`config.mk`:
```
export PLATFORM = sky130hd
export DESIGN_NAME = ws2812b_decoder
export DESIGN_NICKNAME = d
export VERILOG_FILES = /design/src/rtl/ws2812b_decoder.sv
export SDC_FILE = /design/constraint.sdc
export NUM_CORES = 1
export LEC_CHECK = 0
export ABC_CLOCK_PERIOD_IN_PS = 1800
export BUFFER_PORTS_ARGS = -buffer_cell sky130_fd_sc_hd__buf_4
export CORE_MARGIN = 1
export CORE_UTILIZATION = 50
export DETAILED_ROUTE_END_ITERATION = 6
export PLACE_DENSITY_LB_ADDON = 0.12
export SYNTH_ARGS = -nofsm -noshare
export SYNTH_HDL_FRONTEND = slang
export SYNTH_SLANG_ARGS = --single-unit
```
`constraint.sdc`:
```
create_clock -name clk_in -period 1.8 [get_ports clk_in]
set_clock_uncertainty 0.05 [all_clocks]
set_input_delay 0 -clock clk_in [delete_from_list [all_inputs] [get_ports clk_in]]
set_output_delay 0 -clock clk_in [all_outputs]
set_load 0.02 [all_outputs]
```
`src/rtl/ws2812b_decoder.sv`:
```
// ws2812b_decoder
//   Recovers 24-bit GRB words from a WS2812B single-wire strand. Each high
//   pulse is measured in synchronized clock cycles and classified as 0/1 by
//   its width. Bits are assembled MSB-first (G7..G0, R7..R0, B7..B0) and each
//   word is tagged with its LED index. A long low gap (reset/latch) marks the
//   frame boundary.
//
// Ports
//   clk_in         system clock
//   rst_in         asynchronous, active-low reset
//   strand_in      raw asynchronous strand line
//   green_out      G byte of the last accepted word (held)
//   red_out        R byte of the last accepted word (held)
//   blue_out       B byte of the last accepted word (held)
//   led_index_out  index of the word on *_out (held)
//   color_valid    1-cycle pulse when a new word is presented
//   frame_done     1-cycle pulse on a reset gap after a frame with >= 1 word
//   error          1-cycle pulse on any protocol violation
module ws2812b_decoder #(
  parameter  int CLOCK_SPEED  = 100_000_000,
  parameter  int NUM_LEDS     = 20,
  localparam int CounterWidth = (NUM_LEDS > 1) ? $clog2(NUM_LEDS) : 1
) (
  input  logic                    clk_in,
  input  logic                    rst_in,
  input  logic                    strand_in,
  output logic [7:0]              green_out,
  output logic [7:0]              red_out,
  output logic [7:0]              blue_out,
  output logic [CounterWidth-1:0] led_index_out,
  output logic                    color_valid,
  output logic                    frame_done,
  output logic                    error
);

  // Timing thresholds in clock cycles (ns * Hz / 1e9, truncated).
  localparam longint unsigned ClkHz = 64'(CLOCK_SPEED);
  localparam int TMinHCyc = int'(ClkHz * 200    / 1_000_000_000);
  localparam int TThrCyc  = int'(ClkHz * 600    / 1_000_000_000);
  localparam int TMaxHCyc = int'(ClkHz * 1000   / 1_000_000_000);
  localparam int ResCyc   = int'(ClkHz * 40_000 / 1_000_000_000);

  localparam int HW   = $clog2(TMaxHCyc + 2);
  localparam int LW   = $clog2(ResCyc + 1);
  localparam int LedW = $clog2(NUM_LEDS + 1);

  localparam logic [HW-1:0]   HMin   = HW'(TMinHCyc);
  localparam logic [HW-1:0]   HThr   = HW'(TThrCyc);
  localparam logic [HW-1:0]   HMax   = HW'(TMaxHCyc);
  localparam logic [HW-1:0]   HOver  = HW'(TMaxHCyc + 1);
  localparam logic [LW-1:0]   LRes   = LW'(ResCyc);
  localparam logic [LW-1:0]   LResM1 = LW'(ResCyc - 1);
  localparam logic [LedW-1:0] LedMax = LedW'(NUM_LEDS);

  typedef enum logic [1:0] {SYNC, ARMED, HIGH} state_t;

  // Synchronizer plus one delayed copy for edge detection.
  logic s1, s2, s2_d;
  logic rise, fall;

  always_ff @(posedge clk_in or negedge rst_in) begin
    if (!rst_in) {s2_d, s2, s1} <= 3'b000;
    else         {s2_d, s2, s1} <= {s2, s1, strand_in};
  end

  assign rise = s2 & ~s2_d;
  assign fall = ~s2 & s2_d;

  // High counter holds the number of synchronized high cycles seen so far,
  // so on the fall cycle it equals the full pulse width. The low counter is
  // held at zero while the line is high and counts up to the reset length.
  logic [HW-1:0] hcnt;
  logic [LW-1:0] lcnt;
  logic          res_hit;

  always_ff @(posedge clk_in or negedge rst_in) begin
    if (!rst_in) begin
      hcnt <= '0;
      lcnt <= '0;
    end else begin
      if (rise)                     hcnt <= HW'(1);
      else if (s2 && hcnt != HOver) hcnt <= hcnt + 1'b1;

      if (s2)                lcnt <= '0;
      else if (lcnt != LRes) lcnt <= lcnt + 1'b1;
    end
  end

  // True only on the single cycle the low counter steps onto ResCyc.
  assign res_hit = ~s2 & (lcnt == LResM1);

  state_t          state;
  logic [4:0]      bit_cnt;
  logic [LedW-1:0] led_cnt;
  logic [22:0]     shreg;
  logic            bit_val;
  logic [23:0]     word;

  assign bit_val = (hcnt >= HThr);
  assign word    = {shreg, bit_val};

  always_ff @(posedge clk_in or negedge rst_in) begin
    if (!rst_in) begin
      state         <= SYNC;
      bit_cnt       <= '0;
      led_cnt       <= '0;
      shreg         <= '0;
      green_out     <= '0;
      red_out       <= '0;
      blue_out      <= '0;
      led_index_out <= '0;
      color_valid   <= 1'b0;
      frame_done    <= 1'b0;
      error         <= 1'b0;
    end else begin
      color_valid <= 1'b0;
      frame_done  <= 1'b0;
      error       <= 1'b0;
      case (state)
        // Wait silently for a full reset gap before trusting any bits.
        SYNC: begin
          if (res_hit) begin
            state   <= ARMED;
            bit_cnt <= '0;
            led_cnt <= '0;
          end
        end
        ARMED: begin
          if (rise) begin
            state <= HIGH;
          end else if (res_hit) begin
            bit_cnt <= '0;
            led_cnt <= '0;
            // A partial word at the gap is a violation and masks frame_done.
            if (bit_cnt != 5'd0)      error      <= 1'b1;
            else if (led_cnt != '0)   frame_done <= 1'b1;
          end
        end
        HIGH: begin
          if (hcnt > HMax) begin
            error <= 1'b1;
            state <= SYNC;
          end else if (fall) begin
            if (hcnt < HMin) begin
              error <= 1'b1;
              state <= SYNC;
            end else begin
              shreg <= {shreg[21:0], bit_val};
              state <= ARMED;
              if (bit_cnt == 5'd23) begin
                bit_cnt <= '0;
                if (led_cnt < LedMax) begin
                  green_out     <= word[23:16];
                  red_out       <= word[15:8];
                  blue_out      <= word[7:0];
                  led_index_out <= led_cnt[CounterWidth-1:0];
                  led_cnt       <= led_cnt + 1'b1;
                  color_valid   <= 1'b1;
                end else begin
                  // Strand longer than NUM_LEDS: drop the word, resync.
                  error <= 1'b1;
                  state <= SYNC;
                end
              end else begin
                bit_cnt <= bit_cnt + 1'b1;
              end
            end
          end
        end
        default: state <= SYNC;
      endcase
    end
  end

endmodule

```
==> Word-level counts from Yosys, hierarchy flattened <==
Cells that the tools add are included.
{ "op_classes": {"add_sub_neg": 4, "n_lt_le_gt_ge": 4, "eq_ne": 15, "muxes": 47, "bitwise": 7, "n_reduce_logical": 12} }
{ "op_table": {"columns": ["cell", "n"], "rows": [
  ["$mux W5", 13],
  ["$pmux W5 S3", 2],
  ["$mux W12", 2],
  ["$mux W1", 22],
  ["$ne A2 B2 Y1 const B", 8],
  ["$mux W7", 2],
  ["$add A12 B1 Y12 const B", 1],
  ["$eq A12 B12 Y1 const B", 1],
  ["$ne A12 B12 Y1 const B", 1],
  ["$add A5 B1 Y5 const B", 2],
  ["$reduce_bool A5 Y1", 2],
  ["$mux W2", 4],
  ["$add A7 B1 Y7 const B", 1],
  ["$ge A7 B6 Y1 const B", 1],
  ["$gt A7 B7 Y1 const B", 1],
  ["$lt A7 B5 Y1 const B", 1],
  ["$ne A7 B7 Y1 const B", 1],
  ["$reduce_and A7 Y1", 1],
  ["$pmux W2 S3", 1],
  ["$reduce_and A6 Y1", 1],
  ["$eq A5 B5 Y1 const B", 1],
  ["$lt A5 B5 Y1 const B", 1],
  ["$reduce_and A5 Y1", 1],
  ["$not A1 Y1", 4],
  ["11 further kinds", 14]
]} }
{ "word_totals": {"reg_bits": 89, "output_inout_bits": 32, "word_cells": 105} }

==> Depth between registers and ports, before layout <==
Gate-level depths: netlist of the first run.
{ "depth": {"ltp_word": 7, "mapped_depth": 8, "ltp_nobuf": 7} }

==> Least setup slack after synthesis of the first run <==
Ideal clock, no wire load.
{ "synth_timing": {"path_kind": "reg2reg", "from": "register state[0]", "to": "register state[1]", "setup_time_ns": 0.125, "arrival_ns": 1.645, "t_required_ns": 1.625, "slack_ns": -0.020, "stages_incl_launch_ff": 7, "n_path_buf": 0, "cell_sequence": "dfrtp_1 > inv_1 > ha_1 > nor3b_1 > a222oi_1 > o22ai_1 > mux2_2"} }
{ "synth_between": {"elab_chain_len": 3} }
{ "synth_rtl": {"columns": ["element", "line_no", "text"], "rows": [
  ["start: declaration", "92", "state_t state;"],
  ["start signal: assignment", "104", "state <= SYNC;"],
  ["start signal: assignment", "123", "state <= ARMED;"],
  ["start signal: assignment", "130", "state <= HIGH;"],
  ["$eq A2 B2 Y1 (tied with other cells)", "119", "case (state)"],
  ["$ne A3 B3 Y1 (no line) / $ne A2 B2 Y1 (equally long branches)", null, null],
  ["$reduce_and A3 Y1 (no line)", null, null]
]} }
Parallel ways exist; a longest one is shown, timed or not.
A chain may end at the register's enable or synchronous reset.

==> Worst setup path after layout of the first run <==
{ "layout_timing": {"from": "register state[1]", "to": "register state[1]"} }
The elaborated chain is that of the path after synthesis.

==> reports/summary.txt, run 1 <==
status - finished, violations left
violated checks - setup timing
Post-synth EDFFs - 0
arrival time worst endpoint - 2040 ps
pre-CTS setup slack - -39.1 ps
CTS H-Tree Depth - 3
VDD IR-drop max - 0.000322 V
WL met3 - 197 um
WP data required - 2000 ps
Yosys reg bits - 89
Die Y-Extent - 93.6 um
Root Driver - clkbuf_8
Lkg Pwr - 2.73 nW
CTS tree - done
Fillers - 640
area leader, netlist - dfrtp_1
unrepaired setup endpoints after global routing - yes
Switching Share - 23.2%
Pint - 2.95 mW
Area Overhead vs Synth - 27.3%
Hold Crit Class - in -> async
Startpoint Class - flop
period utilization - 102%
total number of yosys warnings - 0
I/O pin cnt - 35
gpl congestion - 0.835
layout cells sized above 1 - 43.3%
Max-slew headroom - 68.6%
Total GRT Usage - 19.4%
layout net count - 438
initial antenna violation count - 0
core box area - 0.00818 mm^2
vias in the first global route - 2,802
fin worst setup slack - -40.6 ps
ys async rst share - 100%
Initial Utilization - 51.3%
clk sinks - 89
Avg Synthesized Cell Area - 12.8 um^2
clock buffer count from CTS - 9
Yosys cell types - 46
Max-cap violations - 0
clk slew on worst S/H paths - 100 ps
final setup violation count - 1
Synth top area share - 53.1%
WL met2 - 3740 um
Logic pwr share - 5.4%
minimum clock period - 1840 ps
clk_lat worst skew - 360 ps
Die Footprint - 0.00876 mm^2
category of the most critical setup path - reg -> reg
pin slew with the least headroom to its limit - 471 ps
first-pass GRT wire length - 13,000 um
# diodes - 0
drt pass-1 iters - 4
Fin Setup TNS - -40.6 ps
Area contributors post-synth - dfrtp_1 53%, mux2_4 11%, mux2_2 6.4%, ha_1 4.5%, xor2_1 2.5%
Crit. End Element - flop
row cnt - 33
Primary FF master, synth - dfrtp_1
PortBufs - 34
sequential share of power - 53.2%
Avg WL per Cell - 14.5 um
Mapped Nets - 347
Final Slew Violations - 0
highest metal used - met4
DR iter-0 viols - 71
fin util - 65.3%
most frequent cells after synthesis - 89 x dfrtp_1, 30 x mux2_4, 26 x nor2_1, 24 x mux2_2, 15 x ha_1
Max Buffers Root-to-Sink - 2
Syn Inst Count - 329
Final Hold Viols - 0
power per cell area - 719 mW/mm^2
Highest Clock Rate - 543 MHz
Final ANT Viol Nets - 0
count leader, synth - dfrtp_1
Psw - 892 uW
largest net degree at the start of global routing - 55
DR vias - 2,737
Die Span X - 93.6 um
detailed placement HPWL - 5200 um
total global routing overflow - 0
sequential cell area fraction in the yosys report - 53.1%
Synth Cell Area - 0.00420 mm^2
# DRC - 0
Clock power frac - 41.3%
Routed Wire Length - 7700 um
M1 wire length - 3630 um
CP Max Fanout - 5
DR vias/cell - 5.16
[metal layers]
layer	GRT usage, %	vias to the layer above
met5	0	-
met4	7.05	0
met3	5.61	13
met2	31.1	45
met1	25.0	1342
li1	-	1337
[state kept, by name (all words and copies together) (netlist names), 2 cells and up]
signal and cells:
bit_cnt 5, blue_out 8, green_out 8, hcnt 7, lcnt 12, led_cnt 5, led_index_out 5, red_out 8
shreg 23, state 2
[cell families after synthesis]
logic type / count (synthesis) / synth area share (%)
flops: 89 / 53.1
fa+ha+maj: 15 / 4.47
buf+inv: 26 / 3.67
compound gates: 37 / 5.96
simple gates: 90 / 11.8
xor+xnor: 15 / 3.13
mux: 57 / 17.9
[area by class of cell]
type                            count  area (um^2)  area share [%]
Timing Repair Buffer               92          763            14.3
Multi-Input combinational cell    214         1930            36.1
Sequential cell                    89         2230            41.7
Inverter                           14         52.6           0.984
Clock buffer                       10          138            2.58
Tap cell                          105          131            2.46
Clock inverter                      6         97.6            1.83
[cells in the final DEF, fill, tap and decap left out, types with 2 or more instances in the layout]
cell and count:
ha_1 13, nand4b_1 2, mux2_4 30, nor3_1 4, a21oi_1 5, mux2i_1 3
nand3_1 12, a31oi_1 4, buf_12 4, nand2b_1 3, nand2_1 13, clkbuf_8 10
dfrtp_1 88, o31ai_1 4, nor2b_1 3, o21ai_2 2, bufinv_16 2, nand4_1 5
clkinv_4 2, xor2_1 12, buf_4 85, inv_1 14, and3_1 7, xnor2_1 3
o21ai_1 3, a41oi_2 3, mux2_2 24, dlygate4sd3_1 2, and3_4 2, nor2_1 26
o21ai_0 6
[worst max-delay path, stage by stage, from the launching register on]
cell and delay [ps]:
dfrtp_2 460, ha_4 180, nor3b_1 130, a222oi_1 410
o22ai_1 200, mux2_2 300
[what timing repair did]
action	in CTS	in global routing
buffers inserted	1	4
pin swaps	5	6
hold buffers	2	0
endpoints found under the hold margin	90	0
gates resized for setup	4	21
setup endpoints to repair	57	67
gates cloned	0	1
[power groups by stage]
| stage | combinational (mW) | clock, mW | sequential (mW) |
|---|---|---|---|
| 6_report | 0.208 | 1.59 | 2.04 |
| 2_1_floorplan | 0.0858 | 0 | 2.08 |
| 5_1_grt | 0.237 | 1.73 | 2.05 |
| 3_3_place_gp | 0.194 | 0 | 2.08 |
| 3_5_place_dp | 0.196 | 0 | 2.08 |
| 4_1_cts | 0.206 | 1.64 | 2.04 |
[metrics by stage]
| stage | total power, mW | hold WS [ps] | area (um^2) | cells |
|---|---|---|---|---|
| 6_report | 3.84 | 80.6 | 5340 | 530 |
| 5_1_grt | 4.02 | 107 | 5340 | 530 |
| 4_1_cts | 3.89 | 71.0 | 5190 | 525 |
| 3_5_place_dp | 2.28 | -64.5 | 4910 | 506 |
| 3_3_place_gp | 2.27 | -65.3 | 4910 | 506 |
| 2_1_floorplan | 2.17 | -346 | 4200 | 329 |
[worst paths after layout]
path,startpoint,endpoint,slack (ps),cells after the start
min reg2reg,s1$_DFF_PN0_,s2$_DFF_PN0_,320,0
max,state[1]$_DFFE_PN0P_,state[1]$_DFFE_PN0P_,-40,5
min,rst_in,blue_out[5]$_DFFE_PN0P_,80,2
min in group clk_in,strand_in,s1$_DFF_PN0_,240,2
max in group asynchronous,rst_in,state[1]$_DFFE_PN0P_,970,3
max reg2reg,state[1]$_DFFE_PN0P_,state[1]$_DFFE_PN0P_,-40,5
Note: power is estimated with default switching activity, not from simulation.
==> inputs of run 2 (changes only) <==
- REMOVE_ABC_BUFFERS: default -> 1
- SLEW_MARGIN: default -> 20
==> reports/summary.txt, run 2 (same netlist as run 1, synthesis figures left out) <==
row cnt - 33 (unchanged)
Routed Wire Length - 7850 um (+1.9%)
Startpoint Class - flop
Die Y-Extent - 93.6 um (unchanged)
initial antenna violation count - 0 (unchanged)
arrival time worst endpoint - 2060 ps (+20 ps)
final setup violation count - 3 (+2)
power per cell area - 662 mW/mm^2 (-7.9%)
fin worst setup slack - -43.2 ps (-2.59 ps)
clk slew on worst S/H paths - 90 ps (about the same)
Finished Layout Cells - 543 (+2.5%)
CTS tree - done
# diodes - 0 (unchanged)
largest net degree at the start of global routing - 41 (-25%)
total global routing overflow - 0 (unchanged)
VDD IR-drop max - 0.000428 V (+33%)
Final Hold Viols - 0 (unchanged)
Max-slew headroom - 66.6% (-2.1 points)
CP max stage delay - 370 ps (-90 ps)
clock buffer count from CTS - 9 (unchanged)
clk_lat worst skew - 360 ps (about the same)
Highest Clock Rate - 543 MHz (-0.14%)
Total GRT Usage - 18.5% (-0.88 points)
Max-cap violations - 0 (unchanged)
# DRC - 0 (unchanged)
status - finished, violations left
Biggest register - shreg
Largest regs - shreg (23), lcnt (12)
WP data required - 2020 ps (+20 ps)
CTS H-Tree Depth - 3 (unchanged)
Design Area, Final - 0.00540 mm^2 (+1.1%)
drt pass-1 iters - 4 (unchanged)
Area after DPL - 0.00493 mm^2 (+0.46%)
CP Max Fanout - 4 (-1)
core box area - 0.00818 mm^2 (unchanged)
fin util - 66.0% (+0.70 points)
buffer and inverter count on the worst path - 1 (+1)
Avg WL per Cell - 14.5 um (-0.53%)
Crit. End Element - flop
Final Slew Violations - 0 (unchanged)
layout cells sized above 1 - 47.5% (+4.2 points)
Area Overhead vs Synth - 28.7%
most frequent cells in the layout - 97 x buf_4, 89 x dfrtp_1, 31 x mux2_4, 25 x nor2_1, 23 x mux2_2
Hold Crit Class - in -> async
worst setup path start - bit_cnt[1]$_DFFE_PN0P_
Die Span X - 93.6 um (unchanged)
detailed placement HPWL - 5130 um (-1.3%)
max reg flops - 23 (unchanged)
Max Buffers Root-to-Sink - 2 (unchanged)
I/O pin cnt - 35 (unchanged)
Root Driver - clkbuf_8
vias in the first global route - 2,640 (-5.8%)
crit path cell chain - ha_2, nand4b_1, buf_4, nor4b_2, and3_4, a21oi_1, a31oi_1
period utilization - 102% (+0.14 points)
DR vias - 2,826 (+3.3%)
R2R Path Start - bit_cnt[1]$_DFFE_PN0P_
Slowest-stage cell, CP - dfrtp_1
delay-heaviest family, CP - simple AND/OR/NAND/NOR gates
Initial Utilization - 51.3% (unchanged)
Lkg Pwr - 2.77 nW (+1.3%)
unrepaired setup endpoints after global routing - yes
clk sinks - 89 (unchanged)
pin slew with the least headroom to its limit - 502 ps (+30.8 ps)
first-pass GRT wire length - 12,600 um (-3.7%)
layout net count - 451 (+3.0%)
Die Footprint - 0.00876 mm^2 (unchanged)
violated checks - setup timing
Final ANT Viol Nets - 0 (unchanged)
DR vias/cell - 5.20 (+0.78%)
most common cell after layout, fill and taps aside - buf_4
category of the most critical setup path - reg -> reg
DR iter-0 viols - 109 (+54%)
Fillers - 626 (-2.2%)
minimum clock period - 1840 ps (+2.59 ps)
PortBufs - 34 (unchanged)
total chip power - 3.57 mW (-6.9%)
gpl congestion - 0.826 (-1.1%)
DP Cell Count - 509 (+0.59%)
[run 2: cell types whose count changed in the layout (fill, tap and decap cells not counted), sizes merged]
| cell | previous run | this run |
|---|---|---|
| buf | 89 | 103 |
| bufinv | 2 | 0 |
| clkbuf | 11 | 9 |
| clkinv | 2 | 1 |
| clkinvlp | 0 | 1 |
| inv | 16 | 19 |
[run 2: worst register-to-register path: cells and delay by family (launching register included)]
family                   cells  cell delay, ps
AND/OR/NAND/NOR              3             710
flip-flops                   1             370
AO/OA/AOI/OAI                2             250
buffers and inverters        1             210
adder cells (fa/ha/maj)      1             180
[run 2: final timing paths]
kind | end | cells past startpoint | slack [ps]
worst max-delay path | led_cnt[2]$_DFFE_PN0P_ | 7 | -40
worst min-delay path | led_index_out[0]$_DFFE_PN0P_ | 2 | 100
worst max register to register | led_cnt[2]$_DFFE_PN0P_ | 7 | -40
worst min register to register | s2$_DFF_PN0_ | 0 | 350
max in group asynchronous | s2_d$_DFF_PN0_ | 3 | 1010
min in group clk_in | s1$_DFF_PN0_ | 2 | 240
[run 2: through the flow]
step | setup TNS, ps | hold WS (ps) | setup WS, ps
after floorplan | -42730 | -346 | -998
after detailed placement | -98.9 | -45.3 | -32.0
after CTS | 0 | 105 | 4.47
after global placement | -32.5 | -51.4 | -22.8
after global routing | -883 | 145 | -112
final | -126 | 98.5 | -43.2
[run 2: power breakdown]
part	internal, mW	leakage [nW]	switching (mW)
Clock	0.529	0.0929	0.773
Combinational	0.101	1.45	0.129
Sequential	2.02	1.23	0.0186
Total	2.65	2.77	0.920
[run 2: what timing repair did]
item | CTS | global route
setup endpoints to repair | 13 | 56
hold buffers | 2 | 0
pin swaps | 5 | 12
hold endpoints to repair | 88 | 0
resized for setup | 7 | 32
buffers inserted | 6 | 11
[run 2: metal layers]
metal,routed length (um),global-route usage (%),vias up
met1,3800,26.1,1409
met4,112,7.31,0
met2,3770,28.4,36
met5,0,0,-
met3,164,3.41,11
li1,-,-,1370
[run 2: area by class of cell]
cell class                 count  area [um^2]  area share [%]
tap                          105          131            2.43
multi-input combinational    214         1950            36.2
inverter                      14         52.6           0.973
clock buffer                   9          124            2.29
timing repair buffer         105          851            15.8
sequential                    89         2230            41.3
clock inverter                 7         58.8            1.09
